### src/rtl/dmem_arbiter.sv
// dmem_arbiter: shares the single-port data SRAM between the core (port 0) and the host loader (port 1).
// Latency: SRAM controls are registered one cycle after a beat; read data returns two cycles after the beat.
// Backpressure: pX_ready is a combinational grant; the losing/non-owner port stalls. DMEM_ARB_RR_EN = round-robin ties.
module dmem_arbiter #(
   parameter int AW        = 7,
   parameter int DW        = 32,
   parameter int MAX_BURST = 8
) (
   input  logic          clk,
   input  logic          rst,
   input  logic          p0_valid,
   input  logic          p0_we,
   input  logic          p0_lock,
   input  logic [AW-1:0] p0_addr,
   input  logic [DW-1:0] p0_wdata,
   output logic          p0_ready,
   output logic          p0_rvalid,
   output logic [DW-1:0] p0_rdata,
   input  logic          p1_valid,
   input  logic          p1_we,
   input  logic          p1_lock,
   input  logic [AW-1:0] p1_addr,
   input  logic [DW-1:0] p1_wdata,
   output logic          p1_ready,
   output logic          p1_rvalid,
   output logic [DW-1:0] p1_rdata,
   output logic          CEN,
   output logic          WEN,
   output logic          OEN,
   output logic [AW-1:0] A,
   output logic [DW-1:0] D,
   input  logic [DW-1:0] Q
);

   typedef enum logic [1:0] {IDLE, OWN0, OWN1} state_t;

   state_t        state, state_nxt;
   logic [3:0]    burst_cnt, burst_cnt_nxt;
   logic          rr_ptr, rr_ptr_nxt;
   logic          gnt0, gnt1;
   logic          tie;
   logic          beat, beat_port, beat_we, beat_lock;
   logic [AW-1:0] beat_addr;
   logic [DW-1:0] beat_wdata;
   logic [4:0]    cnt_inc;
   logic          limit;
   logic          rd_pend, rd_port;

   assign tie = (state == IDLE) && p0_valid && p1_valid;

   // Grants already include valid, so a grant is an accepted beat.
   always_comb begin
      gnt0 = 1'b0;
      gnt1 = 1'b0;
      case (state)
         IDLE: begin
            if (tie) begin
               gnt0 = !rr_ptr;
               gnt1 = rr_ptr;
            end else begin
               gnt0 = p0_valid;
               gnt1 = p1_valid;
            end
         end
         OWN0:    gnt0 = p0_valid;
         OWN1:    gnt1 = p1_valid;
         default: ;
      endcase
   end

   assign p0_ready   = gnt0;
   assign p1_ready   = gnt1;
   assign beat       = gnt0 | gnt1;
   assign beat_port  = gnt1;
   assign beat_we    = beat_port ? p1_we    : p0_we;
   assign beat_lock  = beat_port ? p1_lock  : p0_lock;
   assign beat_addr  = beat_port ? p1_addr  : p0_addr;
   assign beat_wdata = beat_port ? p1_wdata : p0_wdata;
   assign cnt_inc    = {1'b0, burst_cnt} + 5'd1;
   assign limit      = (cnt_inc >= 5'(MAX_BURST));

   always_comb begin
      state_nxt     = state;
      burst_cnt_nxt = burst_cnt;
      rr_ptr_nxt    = rr_ptr;
      if (beat) begin
         if (beat_lock && !limit) begin
            state_nxt     = beat_port ? OWN1 : OWN0;
            burst_cnt_nxt = cnt_inc[3:0];
         end else begin
            state_nxt     = IDLE;
            burst_cnt_nxt = 4'd0;
         end
`ifdef DMEM_ARB_RR_EN
         rr_ptr_nxt = !beat_port;
`else
         // A forced release favours the other port for exactly one tie.
         if (tie)
            rr_ptr_nxt = 1'b0;
`endif
         if (beat_lock && limit)
            rr_ptr_nxt = !beat_port;
      end else if ((state == OWN0 && !p0_valid && !p0_lock) ||
                   (state == OWN1 && !p1_valid && !p1_lock)) begin
         state_nxt     = IDLE;
         burst_cnt_nxt = 4'd0;
      end
   end

   always_ff @(posedge clk or posedge rst) begin
      if (rst) begin
         state     <= IDLE;
         burst_cnt <= 4'd0;
         rr_ptr    <= 1'b0;
      end else begin
         state     <= state_nxt;
         burst_cnt <= burst_cnt_nxt;
         rr_ptr    <= rr_ptr_nxt;
      end
   end

   always_ff @(posedge clk or posedge rst) begin
      if (rst) begin
         CEN <= 1'b1;
         WEN <= 1'b1;
         A   <= '0;
         D   <= '0;
      end else begin
         CEN <= !beat;
         if (beat) begin
            WEN <= !beat_we;
            A   <= beat_addr;
            D   <= beat_wdata;
         end else begin
            WEN <= 1'b1;
         end
      end
   end

   // Owner tag follows the read through the SRAM's one-cycle output register.
   always_ff @(posedge clk or posedge rst) begin
      if (rst) begin
         rd_pend   <= 1'b0;
         rd_port   <= 1'b0;
         p0_rvalid <= 1'b0;
         p1_rvalid <= 1'b0;
      end else begin
         rd_pend   <= beat && !beat_we;
         rd_port   <= beat_port;
         p0_rvalid <= rd_pend && !rd_port;
         p1_rvalid <= rd_pend && rd_port;
      end
   end

   assign OEN      = 1'b0;
   assign p0_rdata = Q;
   assign p1_rdata = Q;

endmodule
### config.mk
export PLATFORM = sky130hd
export DESIGN_NAME = dmem_arbiter
export DESIGN_NICKNAME = d
export VERILOG_FILES = /design/src/rtl/dmem_arbiter.sv
export SDC_FILE = /design/constraint.sdc
export NUM_CORES = 1
export LEC_CHECK = 0
export ABC_AREA = 1
export ABC_CLOCK_PERIOD_IN_PS = 1600
export BUFFER_PORTS_ARGS = -buffer_cell sky130_fd_sc_hd__buf_2
export CORE_MARGIN = 5
export CORE_UTILIZATION = 35
export CTS_CLUSTER_DIAMETER = 30
export CTS_CLUSTER_SIZE = 40
export DETAILED_ROUTE_END_ITERATION = 8
export GPL_TIMING_DRIVEN = 0
export PLACE_DENSITY = 0.73
export SYNTH_ARGS = -nofsm -noshare
export SYNTH_HDL_FRONTEND = slang
export SYNTH_SLANG_ARGS = --single-unit
### constraint.sdc
create_clock -name clk -period 1.6 [get_ports clk]
set_input_delay 0.16 -clock clk [delete_from_list [all_inputs] [get_ports clk]]
set_output_delay 0.16 -clock clk [all_outputs]
set_load 0.05 [all_outputs]
* Word level (Yosys, flattened, before mapping) *
Index checks and enable logic that the tools add are counted.

word-level totals
  bits in registers = 52

cells by class
  muxes and demuxes = 18
  reduce and logical (&&, ||, !) cells = 26
  equality and inequality tests = 2
  add/sub/neg operators = 1
  order comparisons = 1
  bitwise operators = 1

operators by type and width
  kind                                                                                  count
  32-bit 2-to-1 mux                                                                     1
  4-bit 2-to-1 mux                                                                      3
  1-bit logical AND                                                                     11
  1-bit zero test                                                                       10
  2-bit 2-to-1 mux                                                                      4
  1-bit 2-to-1 mux                                                                      7
  7-bit 2-to-1 mux                                                                      1
  4-bit by 1-bit adder with 5-bit output (second input constant)                        1
  5-bit by 4-bit greater-or-equal comparator with 1-bit output (second input constant)  1
  1-bit one-hot mux with 2 select lines                                                 2
  2-bit nonzero test                                                                    2
  2-bit by 1-bit equality test with 1-bit output (second input constant)                1
  2-bit equality test (second input constant)                                           1
  2-bit zero test                                                                       1
  2-bit AND reduction                                                                   1
  1-bit logical OR                                                                      1
  1-bit bitwise OR                                                                      1

* Depth between registers and ports, before layout *
  word-level depth = 9
  depth in mapped cells = 10

* Least setup slack after synthesis *
No wires, ideal clock.

  kind = register -> register
  from = register state[1]
  to = register A[1]
  setup slack = 235 ps
  buffers on the path = 1
  required time = 1531 ps
  cell stages (with the launch flop) = 7
  setup time = 69 ps
  period minus slack after synthesis = 1365 ps
  arrival = 1296 ps
  cell sequence = dfrtp_1 > inv_1 > nand2_1 > a31oi_2 > buf_2 > nand2_1 > nand3_1

between the ends
  cells in the longest elaborated chain, start to end = 6
  elaborated cells between the ends (all ways) = 11
  classes of those cells = eq/ne: 2; mux: 5; bitwise: 1; reduce/logical: 3

ends and longest elaborated chain
  what                                     RTL line  RTL
  start, declared                          37        state_t state, state_nxt;
  start signal, assigned                   116       state <= state_nxt;
  2-bit zero test                          49, 55
  1-bit logical AND (2 in a row)           49        assign tie = (state == IDLE) && p0_valid && p1_valid;
  1-bit 2-to-1 mux                         57        if (tie) begin
  1-bit one-hot mux with 2 select lines *  55        case (state)
  via p0_ready                             16        output logic p0_ready,
  1-bit bitwise OR *                       73        assign beat = gnt0 | gnt1;
  end signal, assigned                     132       A <= beat_addr;
  end, declared                            30        output logic [AW-1:0] A,

Mark *: on every way through the listed nets, which the timed path passes. The rest lies on a longest branch.
A chain may end at the register's enable or synchronous reset.

* Worst setup path after layout *
  from = register state[1]
  to = output port p1_ready

between the ends
  cells in the longest elaborated chain, start to end = 5
  elaborated cells between the ends (all ways) = 6
  classes of those cells = eq/ne: 1; mux: 2; reduce/logical: 3

ends and longest elaborated chain
  what                                     RTL line  RTL
  2-bit zero test                          49, 55
  1-bit logical AND (2 in a row)           49
  1-bit 2-to-1 mux                         57
  1-bit one-hot mux with 2 select lines *  55
  end, declared                            24        output logic p1_ready,

Mark *: on every way between the ends. The rest lies on a longest branch, timed or not.

==> results by group <==
Outcome
  • Status: finished clean

Layout
  • Post-Layout Cell Count: 651
  • Commonest non-fill, non-tap cell in the layout: buf_2
  • Filler cell count: 743
  • Ant diodes: 0
  • Share of cells above drive strength 1: between 50% and 60%
  • Area grow syn2layout: 47.5%
  • Commonest non-fill, non-tap cells in the layout: buf_2, nand2_1, buf_4, dfrtp_1, nand3_1
  • Final nets: approximately 670
  • Reg area: 0.00131 mm^2
  • Area occupied by multi-input gates: 920 um^2

Pwr
  • LEAKAGE: around 2.4 nW
  • Sequential power share: between 20% and 30%
  • Comb pwr share: 60.6%
  • Switching share of power: around 55%
  • Peak VDD IR: between 0.0009 and 0.001 V
  • Switch Pwr: 4.17 mW
  • Share of total power in the clock network: ~9.8%
  • Int Pwr: roughly 3.4 mW
  • PD cells: 1850 mW/mm^2

STA
  • Fin crit period: 1.57 ns
  • Period utilisation layout: 98.2%
  • Slew Limit Fails: 0
  • RSZ-0062 raised after global routing: yes
  • Peak Freq: 0.636 GHz
  • Fin. Hold Viols: 0
  • Final setup vio count: 0
  • Final TNS setup: 0 ns
  • Final Skew: 0.00569 ns

Floorplanning
  • Starting Density: 36.0%
  • Io pins: 228
  • Die Span X: 99.3 um
  • Chip height: about 99 um
  • Core ar.: 0.00777 mm^2
  • Die area: around 0.01 mm^2
  • Row count: 32

Routing
  • Vias: 2852
  • Metal-1 WL: 3.13 mm
  • Met2 wire length: 4.33 mm
  • Vias/cell: 4.38
  • Routed len/inst: 13.0 um
  • Met3 Routed Length: 952 um
  • Pre-antenna DRT Iters: 5
  • Detail Route Antenna Nets: 0
  • Iter 0 DRT Violations: between 40 and 50
  • Final routed DRC violation total: 0
  • Top Layer Used: met4
  • Final WL: between 8 and 9 mm

Setup path
  • Worst path required time: 1.44 ns
  • CP Launch Type: flop
  • Crit path arrival time: 1.41 ns
  • R2R Path Start: state[1]
  • Flop-to-flop setup slack: 0.07 ns
  • Worst-path fanout max: 11
  • Crit Path Class: flop to primary output
  • R2R cell count: 6
  • CP Capture Type: primary output
  • Critical R2R Capture: D[3]

Clocking
  • CTS Sinks: 52
  • Worst-path clk slew: 0.09 ns
  • H-tree depth: 2
  • Clk Latency, worst-skew pair: 0.30 ns
  • CTS tree: yes
  • Clk Tree Root Cell: clkbuf_8
  • Clock tree buffer depth: 2
  • TritonCTS Buffers: 5

Logic synthesis
  • Synthesized area: between 0.002 and 0.003 mm^2
  • Area share of the largest cell type after synthesis: 44.8%
  • Seq/Total Area, Yosys: 46.7%
  • Post-Synthesis Cells: 340
  • Post-synth cell types: 24
  • YS warnings: 0
  • Area leader, netlist: dfrtp_1
  • Seq cells post-synth: 52
  • Synth area leaders: dfrtp_1, buf_4, nand2_1
  • Mapped Nets: 460
  • Syn avg cell area: ~8.2 um^2

Placed design
  • Hpwl dp: 6.71 mm
  • Placer congestion estimate: 0.848
  • # placed instances: 637
  • # port buffers: 194

GRT
  • Gr usage total: 16.2%
  • Global route total overflow: 0
  • Pin count of the biggest net entering global routing: 33
  • Initial antenna violation count: 0
  • Vias in the first global route: 2784
  • First-pass GRT wire length: 13.1 mm

Hold path
  • Hold Path Sink: D[25]
  • Hold Crit Class: primary input to flop
  • Worst hold path depth: 3
  • Hold Startpoint: p1_wdata[25]

Job
  • Max-cap violations: 0
per-layer routing:
metal	up-vias	track usage, %
li1	1430	-
met3	6	5.12
met4	0	3.68
met5	-	0
met2	141	29.9
met1	1275	18.3
state kept, by name (all words and copies together), names as in the netlist:
register and cells:
A 7, p0_rvalid 1, CEN 1, D 32, rd_port 1, state 2, burst_cnt 4, WEN 1
rr_ptr 1, rd_pend 1, p1_rvalid 1
synthesized netlist by cell type, drive strengths merged:
cell type,count
o2bb2ai,1
o21ai,6
xor2,1
buf,74
o22ai,1
a22oi,9
clkbuf,3
inv,14
conb,1
nor4,2
ha,2
nor2,5
or2,1
o211ai,1
dfstp,2
dfrtp,50
nand3,35
a31oi,1
nand4,2
nand2,129
worst max-delay path, cell delays in order (launching register included):
cell and delay, ns:
dfrtp_2 0.45, nor2_2 0.15, o211ai_2 0.11, nand2_2 0.11, buf_6 0.15, buf_8 0.15
power by group through the flow:
| stage | logic, mW | clock network [mW] | registers, mW |
|---|---|---|---|
| 2_1_floorplan | 1.52 | 0 | 4.02 |
| 3_3_place_gp | 4.38 | 0 | 2.23 |
| 3_5_place_dp | 4.44 | 0 | 2.24 |
| 4_1_cts | 4.57 | 0.783 | 2.23 |
| 5_1_grt | 4.91 | 0.842 | 2.31 |
| 6_report | 4.61 | 0.747 | 2.25 |
cell type report:
type / instances / share of cell area, %
Sequential cell: 52 / 31.7
Timing Repair Buffer: 201 / 25.8
Multi-Input combinational cell: 197 / 22.3
Buffer: 77 / 13.7
Tap cell: 102 / 3.10
Clock buffer: 8 / 2.19
Inverter: 14 / 1.28
per-stage QoR:
stage / setup slack (ns) / utilization [%] / hold slack [ns] / power (mW) / cell area, um^2
finish: 0.0284 / 53.1 / 0.0631 / 7.61 / 4120
global route: -0.0556 / 53.1 / 0.0515 / 8.07 / 4120
CTS: -0.0140 / 52.5 / 0.0500 / 7.58 / 4080
detailed placement: -0.204 / 50.4 / 0.196 / 6.68 / 3910
global placement: -0.476 / 50.1 / 0.365 / 6.61 / 3890
floorplan: 0.185 / - / 0.280 / 5.54 / 2790
cell families after synthesis:
logic type | Yosys count | share of synthesized area, %
AND/OR/NAND/NOR | 174 | 25.5
buffers and inverters | 91 | 21.4
flip-flops | 52 | 46.7
AO/OA/AOI/OAI | 19 | 5.15
adder cells (fa/ha/maj) | 2 | 0.896
XOR/XNOR | 1 | 0.314
other | 1 | 0.134
worst max-delay path by stage:
stage              from        to  slack, ns  cells after the start
6_report       state[1]  p1_ready       0.03                      5
5_1_grt        state[1]      D[2]      -0.06                      6
4_1_cts        state[1]  p0_ready      -0.01                      5
3_5_place_dp   state[1]  p0_ready      -0.20                      5
3_3_place_gp        rst  state[1]      -0.48                      2
2_1_floorplan       rst      A[0]       0.19                      1
timing repair:
action	CTS	global route
buffers inserted	4	1
setup endpoints to repair	36	46
gates resized for setup	10	19
hold buffers	1	0
endpoints found under the hold margin	20	0
pin swaps	1	0
Power figures use the tool's default switching activity.
